--- config.mk ---
export PLATFORM = sky130hd
export DESIGN_NAME = branch_resolver_flat
export DESIGN_NICKNAME = d
export VERILOG_FILES = /design/src/rtl/branch_resolver_if.sv /design/src/rtl/branch_resolver.sv /design/src/flat_wrapper.sv
export SDC_FILE = /design/constraint.sdc
export NUM_CORES = 1
export LEC_CHECK = 0
export CAP_MARGIN = 20
export CORE_ASPECT_RATIO = 0.7
export CORE_MARGIN = 4
export CORE_UTILIZATION = 45
export CTS_BUF_LIST = sky130_fd_sc_hd__clkbuf_8
export CTS_CLUSTER_DIAMETER = 30
export DETAILED_ROUTE_END_ITERATION = 8
export GPL_ROUTABILITY_DRIVEN = 0
export GPL_TIMING_DRIVEN = 0
export PLACE_DENSITY = 0.76
export SLEW_MARGIN = 0
export SYNTH_ARGS = -nofsm -noshare
export SYNTH_HDL_FRONTEND = slang
export SYNTH_SLANG_ARGS = --single-unit
export TNS_END_PERCENT = 50
--- constraint.sdc ---
create_clock -name clk -period 3.7 [get_ports clk]
set_clock_uncertainty 0.05 [all_clocks]
set_input_delay 0.74 -clock clk [delete_from_list [all_inputs] [get_ports clk]]
set_output_delay 0.74 -clock clk [all_outputs]
set_load 0.02 [all_outputs]
--- src/rtl/branch_resolver_if.sv ---
// EX-stage branch resolver bus: decode inputs, fetch redirect handshake,
// flush/stall controls and branch statistics.
interface branch_resolver_if #(
  parameter int XLEN  = 32,
  parameter int CNT_W = 16
);
  logic             ex_valid;
  logic [6:0]       ex_opcode;
  logic [2:0]       ex_funct3;
  logic             ex_alu_zero;
  logic             ex_alu_lsb;
  logic [XLEN-1:0]  ex_pc;
  logic [XLEN-1:0]  ex_imm;
  logic [XLEN-1:0]  ex_rs1;
  logic             fetch_ready;
  logic             redirect_valid;
  logic [XLEN-1:0]  redirect_pc;
  logic             flush;
  logic             ex_stall;
  logic             misalign_err;
  logic [CNT_W-1:0] br_count;
  logic [CNT_W-1:0] taken_count;

  // Pipeline side: drives EX operands and fetch acceptance.
  modport master (
    output ex_valid, ex_opcode, ex_funct3, ex_alu_zero, ex_alu_lsb,
           ex_pc, ex_imm, ex_rs1, fetch_ready,
    input  redirect_valid, redirect_pc, flush, ex_stall, misalign_err,
           br_count, taken_count
  );

  // Resolver side.
  modport slave (
    input  ex_valid, ex_opcode, ex_funct3, ex_alu_zero, ex_alu_lsb,
           ex_pc, ex_imm, ex_rs1, fetch_ready,
    output redirect_valid, redirect_pc, flush, ex_stall, misalign_err,
           br_count, taken_count
  );
endinterface

--- src/rtl/branch_resolver.sv ---
// Branch resolver: decides taken/not-taken in EX, computes the target,
// redirects fetch over valid/ready, then holds a timed flush.
//
// state    | meaning
// IDLE     | accepting EX instructions, no stall
// REDIRECT | redirect_valid high, waiting for fetch_ready
// FLUSH    | flush high, counting down FLUSH_CYCLES
module branch_resolver #(
  parameter int XLEN         = 32,
  parameter int FLUSH_CYCLES = 2,
  parameter int CNT_W        = 16
) (
  input logic               clk,
  input logic               reset,
  branch_resolver_if.slave  bus
);

  localparam logic [1:0] IDLE     = 2'b00;
  localparam logic [1:0] REDIRECT = 2'b01;
  localparam logic [1:0] FLUSH    = 2'b10;

  localparam int FC_W = (FLUSH_CYCLES < 2) ? 1 : $clog2(FLUSH_CYCLES + 1);

  localparam logic [6:0] OP_BRANCH = 7'b1100011;
  localparam logic [6:0] OP_JAL    = 7'b1101111;
  localparam logic [6:0] OP_JALR   = 7'b1100111;

  logic [1:0]       state_q, state_d;
  logic [FC_W-1:0]  cnt_q, cnt_d;
  logic [XLEN-1:0]  rpc_q, rpc_d;
  logic             mis_q, mis_d;
  logic [CNT_W-1:0] br_q, br_d;
  logic [CNT_W-1:0] tk_q, tk_d;

  logic             is_b, is_jal, is_jalr, cond, taken;
  logic [XLEN-1:0]  sum_pc, sum_rs, target;

  // funct3 010/011 are not branches and are ignored entirely.
  assign is_b    = (bus.ex_opcode == OP_BRANCH) && (bus.ex_funct3[2:1] != 2'b01);
  assign is_jal  = (bus.ex_opcode == OP_JAL);
  assign is_jalr = (bus.ex_opcode == OP_JALR);
  assign sum_pc  = bus.ex_pc + bus.ex_imm;
  assign sum_rs  = bus.ex_rs1 + bus.ex_imm;
  assign target  = is_jalr ? {sum_rs[XLEN-1:1], 1'b0} : sum_pc;
  assign taken   = is_jal || is_jalr || (is_b && cond);

  // Branch condition from the ALU flags selected by funct3.
  always_comb begin
    cond = 1'b0;
    case (bus.ex_funct3)
      3'b000:  cond = bus.ex_alu_zero;
      3'b001:  cond = !bus.ex_alu_zero;
      default: cond = bus.ex_alu_lsb;
    endcase
  end

  // Next-state, redirect target capture, misalign pulse and saturating counters.
  always_comb begin
    state_d = state_q;
    cnt_d   = cnt_q;
    rpc_d   = rpc_q;
    mis_d   = 1'b0;
    br_d    = br_q;
    tk_d    = tk_q;
    case (state_q)
      IDLE: begin
        if (bus.ex_valid) begin
          if (is_b) begin
            if (br_q != {CNT_W{1'b1}}) br_d = br_q + CNT_W'(1);
            if (cond && (tk_q != {CNT_W{1'b1}})) tk_d = tk_q + CNT_W'(1);
          end
          if (taken) begin
            if (target[1]) begin
              mis_d = 1'b1;
            end else begin
              rpc_d   = target;
              state_d = REDIRECT;
            end
          end
        end
      end
      REDIRECT: begin
        if (bus.fetch_ready) begin
          if (FLUSH_CYCLES == 0) begin
            state_d = IDLE;
          end else begin
            state_d = FLUSH;
            cnt_d   = FC_W'(FLUSH_CYCLES);
          end
        end
      end
      FLUSH: begin
        if (cnt_q <= FC_W'(1)) state_d = IDLE;
        else                   cnt_d   = cnt_q - FC_W'(1);
      end
      default: state_d = IDLE;
    endcase
  end

  // State registers; reset wins over any in-flight redirect or flush.
  always_ff @(posedge clk) begin
    if (reset) begin
      state_q <= IDLE;
      cnt_q   <= '0;
      rpc_q   <= '0;
      mis_q   <= 1'b0;
      br_q    <= '0;
      tk_q    <= '0;
    end else begin
      state_q <= state_d;
      cnt_q   <= cnt_d;
      rpc_q   <= rpc_d;
      mis_q   <= mis_d;
      br_q    <= br_d;
      tk_q    <= tk_d;
    end
  end

  assign bus.redirect_valid = (state_q == REDIRECT);
  assign bus.flush          = (state_q == FLUSH);
  assign bus.ex_stall       = (state_q != IDLE);
  assign bus.redirect_pc    = rpc_q;
  assign bus.misalign_err   = mis_q;
  assign bus.br_count       = br_q;
  assign bus.taken_count    = tk_q;

endmodule

--- src/flat_wrapper.sv ---
// flat-port wrapper written by rule: the top's interface ports become plain ports
module branch_resolver_flat 
#(
  parameter int XLEN         = 32,
  parameter int FLUSH_CYCLES = 2,
  parameter int CNT_W        = 16
)
  (clk, reset, bus_ex_valid, bus_ex_opcode, bus_ex_funct3, bus_ex_alu_zero, bus_ex_alu_lsb, bus_ex_pc, bus_ex_imm, bus_ex_rs1, bus_fetch_ready, bus_redirect_valid, bus_redirect_pc, bus_flush, bus_ex_stall, bus_misalign_err, bus_br_count, bus_taken_count);
  branch_resolver_if #(.XLEN(XLEN), .CNT_W(CNT_W)) bus_i ();
  input logic clk;
  input logic reset;
  input wire logic [$bits(bus_i.ex_valid)-1:0] bus_ex_valid;
  input wire logic [$bits(bus_i.ex_opcode)-1:0] bus_ex_opcode;
  input wire logic [$bits(bus_i.ex_funct3)-1:0] bus_ex_funct3;
  input wire logic [$bits(bus_i.ex_alu_zero)-1:0] bus_ex_alu_zero;
  input wire logic [$bits(bus_i.ex_alu_lsb)-1:0] bus_ex_alu_lsb;
  input wire logic [$bits(bus_i.ex_pc)-1:0] bus_ex_pc;
  input wire logic [$bits(bus_i.ex_imm)-1:0] bus_ex_imm;
  input wire logic [$bits(bus_i.ex_rs1)-1:0] bus_ex_rs1;
  input wire logic [$bits(bus_i.fetch_ready)-1:0] bus_fetch_ready;
  output wire logic [$bits(bus_i.redirect_valid)-1:0] bus_redirect_valid;
  output wire logic [$bits(bus_i.redirect_pc)-1:0] bus_redirect_pc;
  output wire logic [$bits(bus_i.flush)-1:0] bus_flush;
  output wire logic [$bits(bus_i.ex_stall)-1:0] bus_ex_stall;
  output wire logic [$bits(bus_i.misalign_err)-1:0] bus_misalign_err;
  output wire logic [$bits(bus_i.br_count)-1:0] bus_br_count;
  output wire logic [$bits(bus_i.taken_count)-1:0] bus_taken_count;
  assign bus_i.ex_valid = bus_ex_valid;
  assign bus_i.ex_opcode = bus_ex_opcode;
  assign bus_i.ex_funct3 = bus_ex_funct3;
  assign bus_i.ex_alu_zero = bus_ex_alu_zero;
  assign bus_i.ex_alu_lsb = bus_ex_alu_lsb;
  assign bus_i.ex_pc = bus_ex_pc;
  assign bus_i.ex_imm = bus_ex_imm;
  assign bus_i.ex_rs1 = bus_ex_rs1;
  assign bus_i.fetch_ready = bus_fetch_ready;
  assign bus_redirect_valid = bus_i.redirect_valid;
  assign bus_redirect_pc = bus_i.redirect_pc;
  assign bus_flush = bus_i.flush;
  assign bus_ex_stall = bus_i.ex_stall;
  assign bus_misalign_err = bus_i.misalign_err;
  assign bus_br_count = bus_i.br_count;
  assign bus_taken_count = bus_i.taken_count;
  branch_resolver #(.XLEN(XLEN), .FLUSH_CYCLES(FLUSH_CYCLES), .CNT_W(CNT_W)) u_core (.clk(clk), .reset(reset), .bus(bus_i));
endmodule
==> results of run 1 <==
## final cells by class
| cell class | count | share of cell area [%] |
|---|---|---|
| multi-input combinational | 715 | 55.4 |
| timing repair buffer | 179 | 20.4 |
| sequential | 68 | 15.5 |
| tap | 190 | 2.71 |
| clock buffer | 11 | 1.73 |
| buffer | 36 | 1.71 |
| inverter | 29 | 1.24 |
| clock inverter | 5 | 1.23 |
## critical path, stage by stage
cell,delay [ns]
sky130_fd_sc_hd__clkdlybuf4s50_1,0.52
sky130_fd_sc_hd__ha_2,0.22
sky130_fd_sc_hd__inv_1,0.05
sky130_fd_sc_hd__fa_1,0.42
sky130_fd_sc_hd__nor2b_4,0.18
sky130_fd_sc_hd__o2111ai_4,0.16
sky130_fd_sc_hd__a21oi_2,0.24
sky130_fd_sc_hd__nor2_1,0.09
sky130_fd_sc_hd__o21ai_2,0.18
sky130_fd_sc_hd__o41ai_2,0.13
sky130_fd_sc_hd__o41ai_2,0.45
sky130_fd_sc_hd__xor2_1,0.13
sky130_fd_sc_hd__a211o_1,0.31
## logic make-up after synthesis
kind of cell	count (synthesis)
flip-flops	68
AO/OA/AOI/OAI	262
buffers and inverters	65
XOR/XNOR	74
other	1
AND/OR/NAND/NOR	306
multiplexers	6
adder cells (fa/ha/maj)	66
## routing by layer
layer / share of wire, % / wire length [um] / track usage, %
met5: 0 / 0 / 0
met4: 1.1 / 226 / 3.85
met3: 8.7 / 1800 / 4.71
met2: 42 / 8670 / 36.6
met1: 48 / 9940 / 36.9
## registers in the layout, summed over array words and instances (netlist names)
signal,cells
u_core.bus.taken_count,16
u_core.cnt_q,2
u_core.bus.misalign_err,1
u_core.bus.redirect_pc,31
u_core.state_q,2
u_core.bus.br_count,16
## power breakdown
| group | total (W) | switching (W) | internal, W |
|---|---|---|---|
| logic | 0.000869 | 0.000477 | 0.000392 |
| registers | 0.000735 | 0.00000148 | 0.000733 |
| clock network | 0.000785 | 0.000298 | 0.000487 |
| total | 0.00239 | 0.000776 | 0.00161 |
## per-stage QoR
step                cell area, um2  worst slack, ns
finish                        8760           0.0455
global route                  8760          -0.0691
CTS                           8690           0.0425
detailed placement            8390           -0.641
global placement              8390           -0.636
floorplan                     6380            0.502
## what timing repair did
| action | 4_1_cts | 5_1_grt |
|---|---|---|
| setup buffers | 0 | 2 |
| gates resized for setup | 6 | 12 |
| setup endpoints to repair | 5 | 10 |
| pin swaps | 0 | 5 |
## synth_stat cells, types with 17 or more instances
master,count,area [um2]
sky130_fd_sc_hd__nor2_1,105,394
sky130_fd_sc_hd__a21oi_1,85,425
sky130_fd_sc_hd__dfxtp_1,68,1360
sky130_fd_sc_hd__ha_1,64,801
sky130_fd_sc_hd__nand2_1,58,218
sky130_fd_sc_hd__o21ai_0,47,235
sky130_fd_sc_hd__xnor2_1,38,333
sky130_fd_sc_hd__xor2_1,36,315
sky130_fd_sc_hd__a21o_1,29,218
sky130_fd_sc_hd__inv_1,29,109
sky130_fd_sc_hd__clkbuf_1,26,97.6
sky130_fd_sc_hd__nand3_1,26,130
sky130_fd_sc_hd__nor3_1,25,125
sky130_fd_sc_hd__or3_1,17,106
## worst min path at each step
stage                                    start                         end  slack [ns]  depth (start not counted)
floorplan                      u_core.cnt_q[1]             u_core.cnt_q[1]        0.41                          2
global placement    u_core.bus.redirect_pc[26]  u_core.bus.redirect_pc[26]        0.43                          1
detailed placement             u_core.cnt_q[1]             u_core.cnt_q[1]        0.43                          2
CTS                            u_core.cnt_q[1]             u_core.cnt_q[1]        0.44                          2
global route         u_core.bus.redirect_pc[0]   u_core.bus.redirect_pc[0]        0.46                          2
finish                         u_core.cnt_q[1]             u_core.cnt_q[1]        0.44                          2
==> impl_metrics.tcl, run 1 <==
set metrics [dict create \
    run_status "finished, final reports clean" \
    timing.fmax_mhz 274 \
    ioPinCount 180 \
    worst_hold_path_type "register to register" \
    numClockSinks 68 \
    synthAdderAreaFrac_pct 13.2 \
    layout.cells.most_common_list "sky130_fd_sc_hd__clkdlybuf4s50_1 (177), sky130_fd_sc_hd__nor2_1 (105), sky130_fd_sc_hd__a21oi_1 (83)" \
    totalWireLength_mm 20.6 \
    r2r_slack_ns 1.12 \
    worstPathArrival_ns 3.83 \
    slew-limit-headroom_pct 53.3 \
    drt-wirelength-per-cell_um 16.7 \
    io_buffers 177 \
    synth_cells 848 \
    n_fill_cell 1252 \
    instances_no_fill 1233 \
    worst_skew_pair.late_latency_ns 0.35 \
    unrepaired_setup_endpoints_after_global_routing "true" \
    critPathRequiredTime_ns 3.88 \
    dpl.hpwl_mm 16.7 \
    worst_pin_slew_ns 0.698 \
    yosys_most_used_dff "sky130_fd_sc_hd__dfxtp_1" \
    cts_buffers 9 \
    synth.distinct_cells 73 \
    dr.pass1.iters 5 \
    cp-endpoint "u_core.bus.redirect_pc[30]" \
    ctsLongestPathBuffers 2 \
    ys_async_sr_fraction_pct 0 \
    leading_cell_type_in_the_layout_fill_and_taps_excluded "sky130_fd_sc_hd__clkdlybuf4s50_1" \
    antenna_found_initial 0 \
    tritoncts "done" \
    vdd.ir_drop.worst_uv 153 \
    final.setup.tns_ns 0 \
    power-per-cell-area_nw_per_um2 273 \
    min_period_over_period_pct 98.8 \
    first_global_vias 6372 \
    final.hold.worst_slack_ns 0.444 \
    cts.root.buffer_cell "sky130_fd_sc_hd__clkbuf_8" \
    area_growth_syn_to_layout_pct 37.2 \
    cts_hold_buffers 0 \
    viasPerCell 5.66 \
    yosysSeqAreaShare_pct 21.3 \
    count_of_routing_violations_after_the_opening_detailed_route_iteration 425 \
    cts_max_level 3 \
    syn_avg_cell_area_um2 7.53 \
    worst_setup_path_start_kind "input pin" \
    num_antenna_cells 0 \
    vias 6975 \
    floorplan.core_area_um2 13900 \
    finalSetupViolCount 0 \
    rr_startpoint "u_core.state_q[1]" \
    clkSlewWorstSetupHoldPaths_ns 0.07 \
    final-seq-area_um2 1360 \
    ys_ff_latch 68 \
    syn_area_um2 6380 \
    syn-num-nets 1026 \
    timing.final.max_slew_violations 0 \
    worstRegToRegCells 9 \
    synth_top_family_by_area "compound AO/OA/AOI/OAI gates" \
    maxCapViolCount 0 \
    endpoint_kind "register" \
    post-layout-total-power_w 0.00239 \
    fp-row-count 36 \
    synth_edf_count 0 \
    fraction_of_layout_instances_using_a_drive_strength_above_1_pct 5.37 \
    post_synthesis_mux_area_share_pct 0.960 \
    post-place-cells 1215 \
    finalNetCount 1216 \
    globalRoute.totalOverflow 0 \
    antenna_viol_nets_final 0 \
    startpoint "bus_ex_imm[0]" \
    synthesis.yosys.warnings 0 \
    synth-xor-area-share_pct 10.2 \
    grt_first_pass_wirelength_mm 32.1 \
    worst_path_maximum_fanout 3 \
    finish.utilization_pct 63.0 \
    synth_simple_gate_area_share_pct 23.3 \
    die-area_um2 16200 \
    grt_max_degree 13 \
    power.static_leakage_nw 3.38 \
    grt_util_all_layers_pct 24.5 \
    rr_endpoint "u_core.bus.br_count[12]" \
    min_tclk_post_route_ns 3.65 \
    post_route_drc 0 \
    die_y_um 108 \
    setup.worst_path.class "input pin to register" \
    die_w_um 150 \
    combined_area_of_the_multi_input_logic_cells_um2 4860 \
    synth_compound_area_share_pct 27.0 \
    starting_density_pct 45.9 \
    hold_viol 0 \
]
(Power assumes the default switching activity.)
==> inputs of run 2 (changes only) <==
--- a/config.mk
+++ b/config.mk
@@ -11,6 +11,7 @@
 export CORE_UTILIZATION = 45
 export CTS_BUF_LIST = sky130_fd_sc_hd__clkbuf_8
 export CTS_CLUSTER_DIAMETER = 30
+export CTS_CLUSTER_SIZE = 25
 export DETAILED_ROUTE_END_ITERATION = 8
 export GPL_ROUTABILITY_DRIVEN = 0
 export GPL_TIMING_DRIVEN = 0
==> results of run 2 <==
Final layout, timing and power as in run 1 (identical DEF).
==> RTL change 1 (config.mk and constraints of run 1) <==
`FLUSH_CYCLES` is set to 2 in 2 places; all go to 4.
--- a/src/rtl/branch_resolver.sv
+++ b/src/rtl/branch_resolver.sv
@@ -7,7 +7,7 @@
 // FLUSH    | flush high, counting down FLUSH_CYCLES
 module branch_resolver #(
   parameter int XLEN         = 32,
-  parameter int FLUSH_CYCLES = 2,
+  parameter int FLUSH_CYCLES = 4,
   parameter int CNT_W        = 16
 ) (
   input logic               clk,
--- a/src/flat_wrapper.sv
+++ b/src/flat_wrapper.sv
@@ -2,7 +2,7 @@
 module branch_resolver_flat 
 #(
   parameter int XLEN         = 32,
-  parameter int FLUSH_CYCLES = 2,
+  parameter int FLUSH_CYCLES = 4,
   parameter int CNT_W        = 16
 )
   (clk, reset, bus_ex_valid, bus_ex_opcode, bus_ex_funct3, bus_ex_alu_zero, bus_ex_alu_lsb, bus_ex_pc, bus_ex_imm, bus_ex_rs1, bus_fetch_ready, bus_redirect_valid, bus_redirect_pc, bus_flush, bus_ex_stall, bus_misalign_err, bus_br_count, bus_taken_count);
Function: changed (Yosys sat finds a counterexample within 10 cycles, from zero or initial values and one cycle with reset high).
==> RTL change 1 against run 1 <==
Clock power is 12% lower. Total power down 3.9%. Non-clock buffer count is 6 lower. Sequential cell count up 1. First-iteration DRC count increased by 64%. Design area decreased by 1.2%. Core utilization fell by 0.55 points. Die area decreased by 0.49%. Wire length rose by 1.9%. Worst setup slack better by 0.050 ns. Hold slack worse by 0.044 ns. Global-route usage rose by 0.96 points. Synthesized area shrank 0.53%. Critical path type unchanged. Critical endpoint is now u_core.bus.redirect_pc[22].
==> RTL change 1: results (changes against run 1) <==
GRT
  – Met3 Track Usage GR: 4.29% (-0.42 points)
  – Largest net degree at the start of global routing: 14 (+1)
  – Global Route met1 Usage: 38.6% (+1.7 points)
  – First-pass GRT wire length: 33100 um (+3.4%)
  – Met2 Use GR: 37.7% (+1.1 points)
  – Vias in the first global route: 6510 (+2.2%)
  – GRT Util Overall: 25.5% (+0.96 points)

Yosys
  – Most common library cells after synthesis: 103 x nor2_1, 95 x a21oi_1, 86 x nand2_1
  – Top cells by area, synth: dfxtp_1 22%, ha_1 13%, a21oi_1 7.5%
  – Yosys cell types: 69 (-5.5%)
  – Mapped Avg Cell Area: 7.51 um^2 (-0.29%)
  – Seq/Total Area, Yosys: 21.7% (+0.43 points)

Worst setup path
  – Critical Path Start: bus_ex_imm[1]
  – Register-to-Register Setup Slack: 1.19 ns (+0.07 ns)
  – Reg2reg end: u_core.bus.taken_count[8]
  – CP max-delay cell: clkdlybuf4s50_1
  – Top delay family on crit path: compound AO/OA/AOI/OAI gates
  – Critical Path Sink: u_core.bus.redirect_pc[22]
  – CP Max Fanout: 4 (+1)
  – Worst path arrival time: 3.79 ns (-0.04 ns)

Power and ir drop
  – Leakage: 3.25 nW (-4.0%)
  – Maximum VDD drop: 0.183 mV (+20%)

Worst hold path
  – Hold path depth: 2 (unchanged)

Drt
  – DR iter-0 viols: 696 (+64%)
  – Post-Route WL: 21000 um (+1.9%)
  – Vias post-DR: 7032 (+0.82%)
  – Detailed-route wire length per cell: 17.2 um (+2.5%)

Status
  – Result of the run: finished, final reports clean

Timing
  – Least-Margin Pin Slew: 0.673 ns (-0.0250 ns)

CTS
  – Clock Tree Buf Depth: 2 (unchanged)

Layout
  – Fillers: 1302 (+4.0%)
  – NumNets Final: 1210 (-0.49%)
  – Fraction of layout cells with a size suffix above 1: 4.83% (-0.54 points)

Place
  – PortBufs: 178 (+0.56%)
  – Hpwl dp: 17300 um (+3.9%)
==> RTL change 1: stage by stage <==
| step | worst slack [ns] | area (um^2) | hold slack, ns | power (W) |
|---|---|---|---|---|
| 5_1_grt | -0.0644 | 8660 | 0.423 | 0.00241 |
| 3_3_place_gp | -0.928 | 8370 | 0.389 | 0.00157 |
| 4_1_cts | 0.00311 | 8630 | 0.407 | 0.00228 |
| 6_report | 0.0956 | 8660 | 0.400 | 0.00230 |
| 2_1_floorplan | 0.655 | 6350 | 0.382 | 0.00130 |
| 3_5_place_dp | -0.927 | 8370 | 0.397 | 0.00158 |
==> RTL change 1: cell type report <==
| type | count | area share (%) |
|---|---|---|
| multi-input combinational | 717 | 55.6 |
| timing repair buffer | 178 | 20.6 |
| sequential | 69 | 16.0 |
| tap | 190 | 2.75 |
| buffer | 31 | 1.46 |
| clock buffer | 9 | 1.43 |
| clock inverter | 7 | 1.13 |
| inverter | 25 | 1.08 |
==> RTL change 1: cells by family after synthesis <==
logic type,Yosys count,share of synthesized area (%)
fa+ha+maj,67,13.4
simple gates,299,21.8
buf+inv,60,3.70
other cells,1,0.0590
mux,4,0.630
compound gates,267,27.8
flops,69,21.7
xor+xnor,79,10.9
==> RTL change 1: metal layers <==
layer / share of wire (%) / vias to the layer above
met5: 0 / -
met1: 48 / 3257
met2: 41 / 309
li1: - / 3443
met4: 1.4 / 0
met3: 9.2 / 23
==> RTL change 1: report_power, final <==
part	switching (W)	internal, W	total (W)
registers	0.00000142	0.000744	0.000745
clock network	0.000310	0.000381	0.000691
logic	0.000471	0.000388	0.000859
total	0.000783	0.00151	0.00230
==> RTL change 1: repair_timing <==
action / CTS / global route
gates resized for setup: 7 / 10
endpoints found under the setup margin: 3 / 7
pin swaps: 0 / 1
==> RTL change 2 (flow settings as in run 1) <==
Without the edit above. Put a register stage on the output `bus.redirect_valid`. The value now appears one clock later.
--- a/src/rtl/branch_resolver.sv
+++ b/src/rtl/branch_resolver.sv
@@ -116,7 +116,9 @@
     end
   end
 
-  assign bus.redirect_valid = (state_q == REDIRECT);
+  always_ff @(posedge clk) begin
+    bus.redirect_valid <= (state_q == REDIRECT);
+  end
   assign bus.flush          = (state_q == FLUSH);
   assign bus.ex_stall       = (state_q != IDLE);
   assign bus.redirect_pc    = rpc_q;
Behaviour: not the same (a bounded check fails within 4 cycles, from zero or initial values and one cycle with reset high).
==> RTL change 2 against run 1 <==
Total power decreased by 1.9%. Non-clock buffer count decreased by 6. Highest routed layer unchanged. Worst setup slack improved by 0.016 ns. Register-to-register slack got worse by 0.26 ns. Synthesized area decreased by 3.0%. Design area decreased by 2.2%. Wire length increased by 1.2%. Synthesized cell count decreased by 3.8%. Sequential cell count increased by 1. Via count decreased by 2.0%. Largest power group unchanged. Sequential power increased by 1%.
==> RTL change 2: results (changes against run 1) <==
Status
  – Result of the run: finished, final reports clean

Power and ir drop
  – Total power draw: 0.00234 W (-1.9%)
  – Seq pwr share: 31.8% (+1.0 points)
  – Maximum VDD drop: 0.157 mV (+2.3%)
  – Int Power: 0.00159 W (-1.7%)

Worst hold path
  – Min-delay src: u_core.bus.redirect_pc[10]

GRT
  – Global Route met1 Usage: 37.8% (+0.87 points)
  – First-pass GRT wire length: 32400 um (+1.2%)
  – GRT Util Overall: 25.2% (+0.71 points)
  – Met2 Use GR: 37.1% (+0.47 points)

Drt
  – Met2 Wirelength: 8500 um (-1.9%)
  – DR iter-0 viols: 506 (+19%)
  – Wl on met1: 9950 um (about the same)
  – Routed met3 length: 2210 um (+23%)

Yosys
  – Synthesized netlist cell count: 816 (-3.8%)
  – Most common library cells after synthesis: 106 x nor2_1, 74 x a21oi_1, 69 x dfxtp_1
  – Top cells by area, synth: dfxtp_1 22%, ha_1 13%, nor2_1 6.4%
  – Syn_nets: 994 (-3.1%)

Place
  – Pre-CTS setup slack: -0.464 ns (+0.177 ns)
  – Area after DPL: 0.00820 mm^2 (-2.4%)
  – Placed cells: 1178 (-3.0%)

Layout
  – Fillers: 1221 (-2.5%)
  – NumNets Final: 1186 (-2.5%)
  – Fraction of layout cells with a size suffix above 1: 5.73% (+0.36 points)
  – Area delta synth->final: 38.5%

Worst setup path
  – Reg2reg end: u_core.bus.taken_count[13]
  – CP Max Fanout: 5 (+2)
  – Register-to-Register Setup Slack: 0.86 ns (-0.26 ns)

Timing
  – Fmax: 0.275 GHz (+0.44%)
  – WHS: 0.407 ns (-0.0371 ns)
## RTL change 2: changes by cell type after synthesis, sizes merged, moves of 6 or more
cell and change:
o21ai -7, o221a -6, a211oi +9, a21oi -9
or3 -11, nand2 +6
## RTL change 2: cell families (layout without fill, tap and decap cells)
group | Yosys count | after routing | synth area share [%]
buffers and inverters | 55 | 252 | 3.88
muxes | 5 | 5 | 0.828
adders and majority gates | 66 | 66 | 13.6
and+or+nand+nor | 300 | 300 | 22.9
AOI/OAI and AO/OA | 244 | 244 | 25.7
DFF | 69 | 69 | 22.3
xor gates and xnor gates | 76 | 76 | 10.7
other | 1 | 1 | 0.0606
## RTL change 2: final cells by class
type	count	area share, %
Buffer	28	1.62
Clock buffer	9	1.44
Clock inverter	7	1.42
Inverter	27	1.18
Multi-Input combinational cell	692	54.5
Sequential cell	69	16.1
Tap cell	185	2.70
Timing Repair Buffer	181	21.0
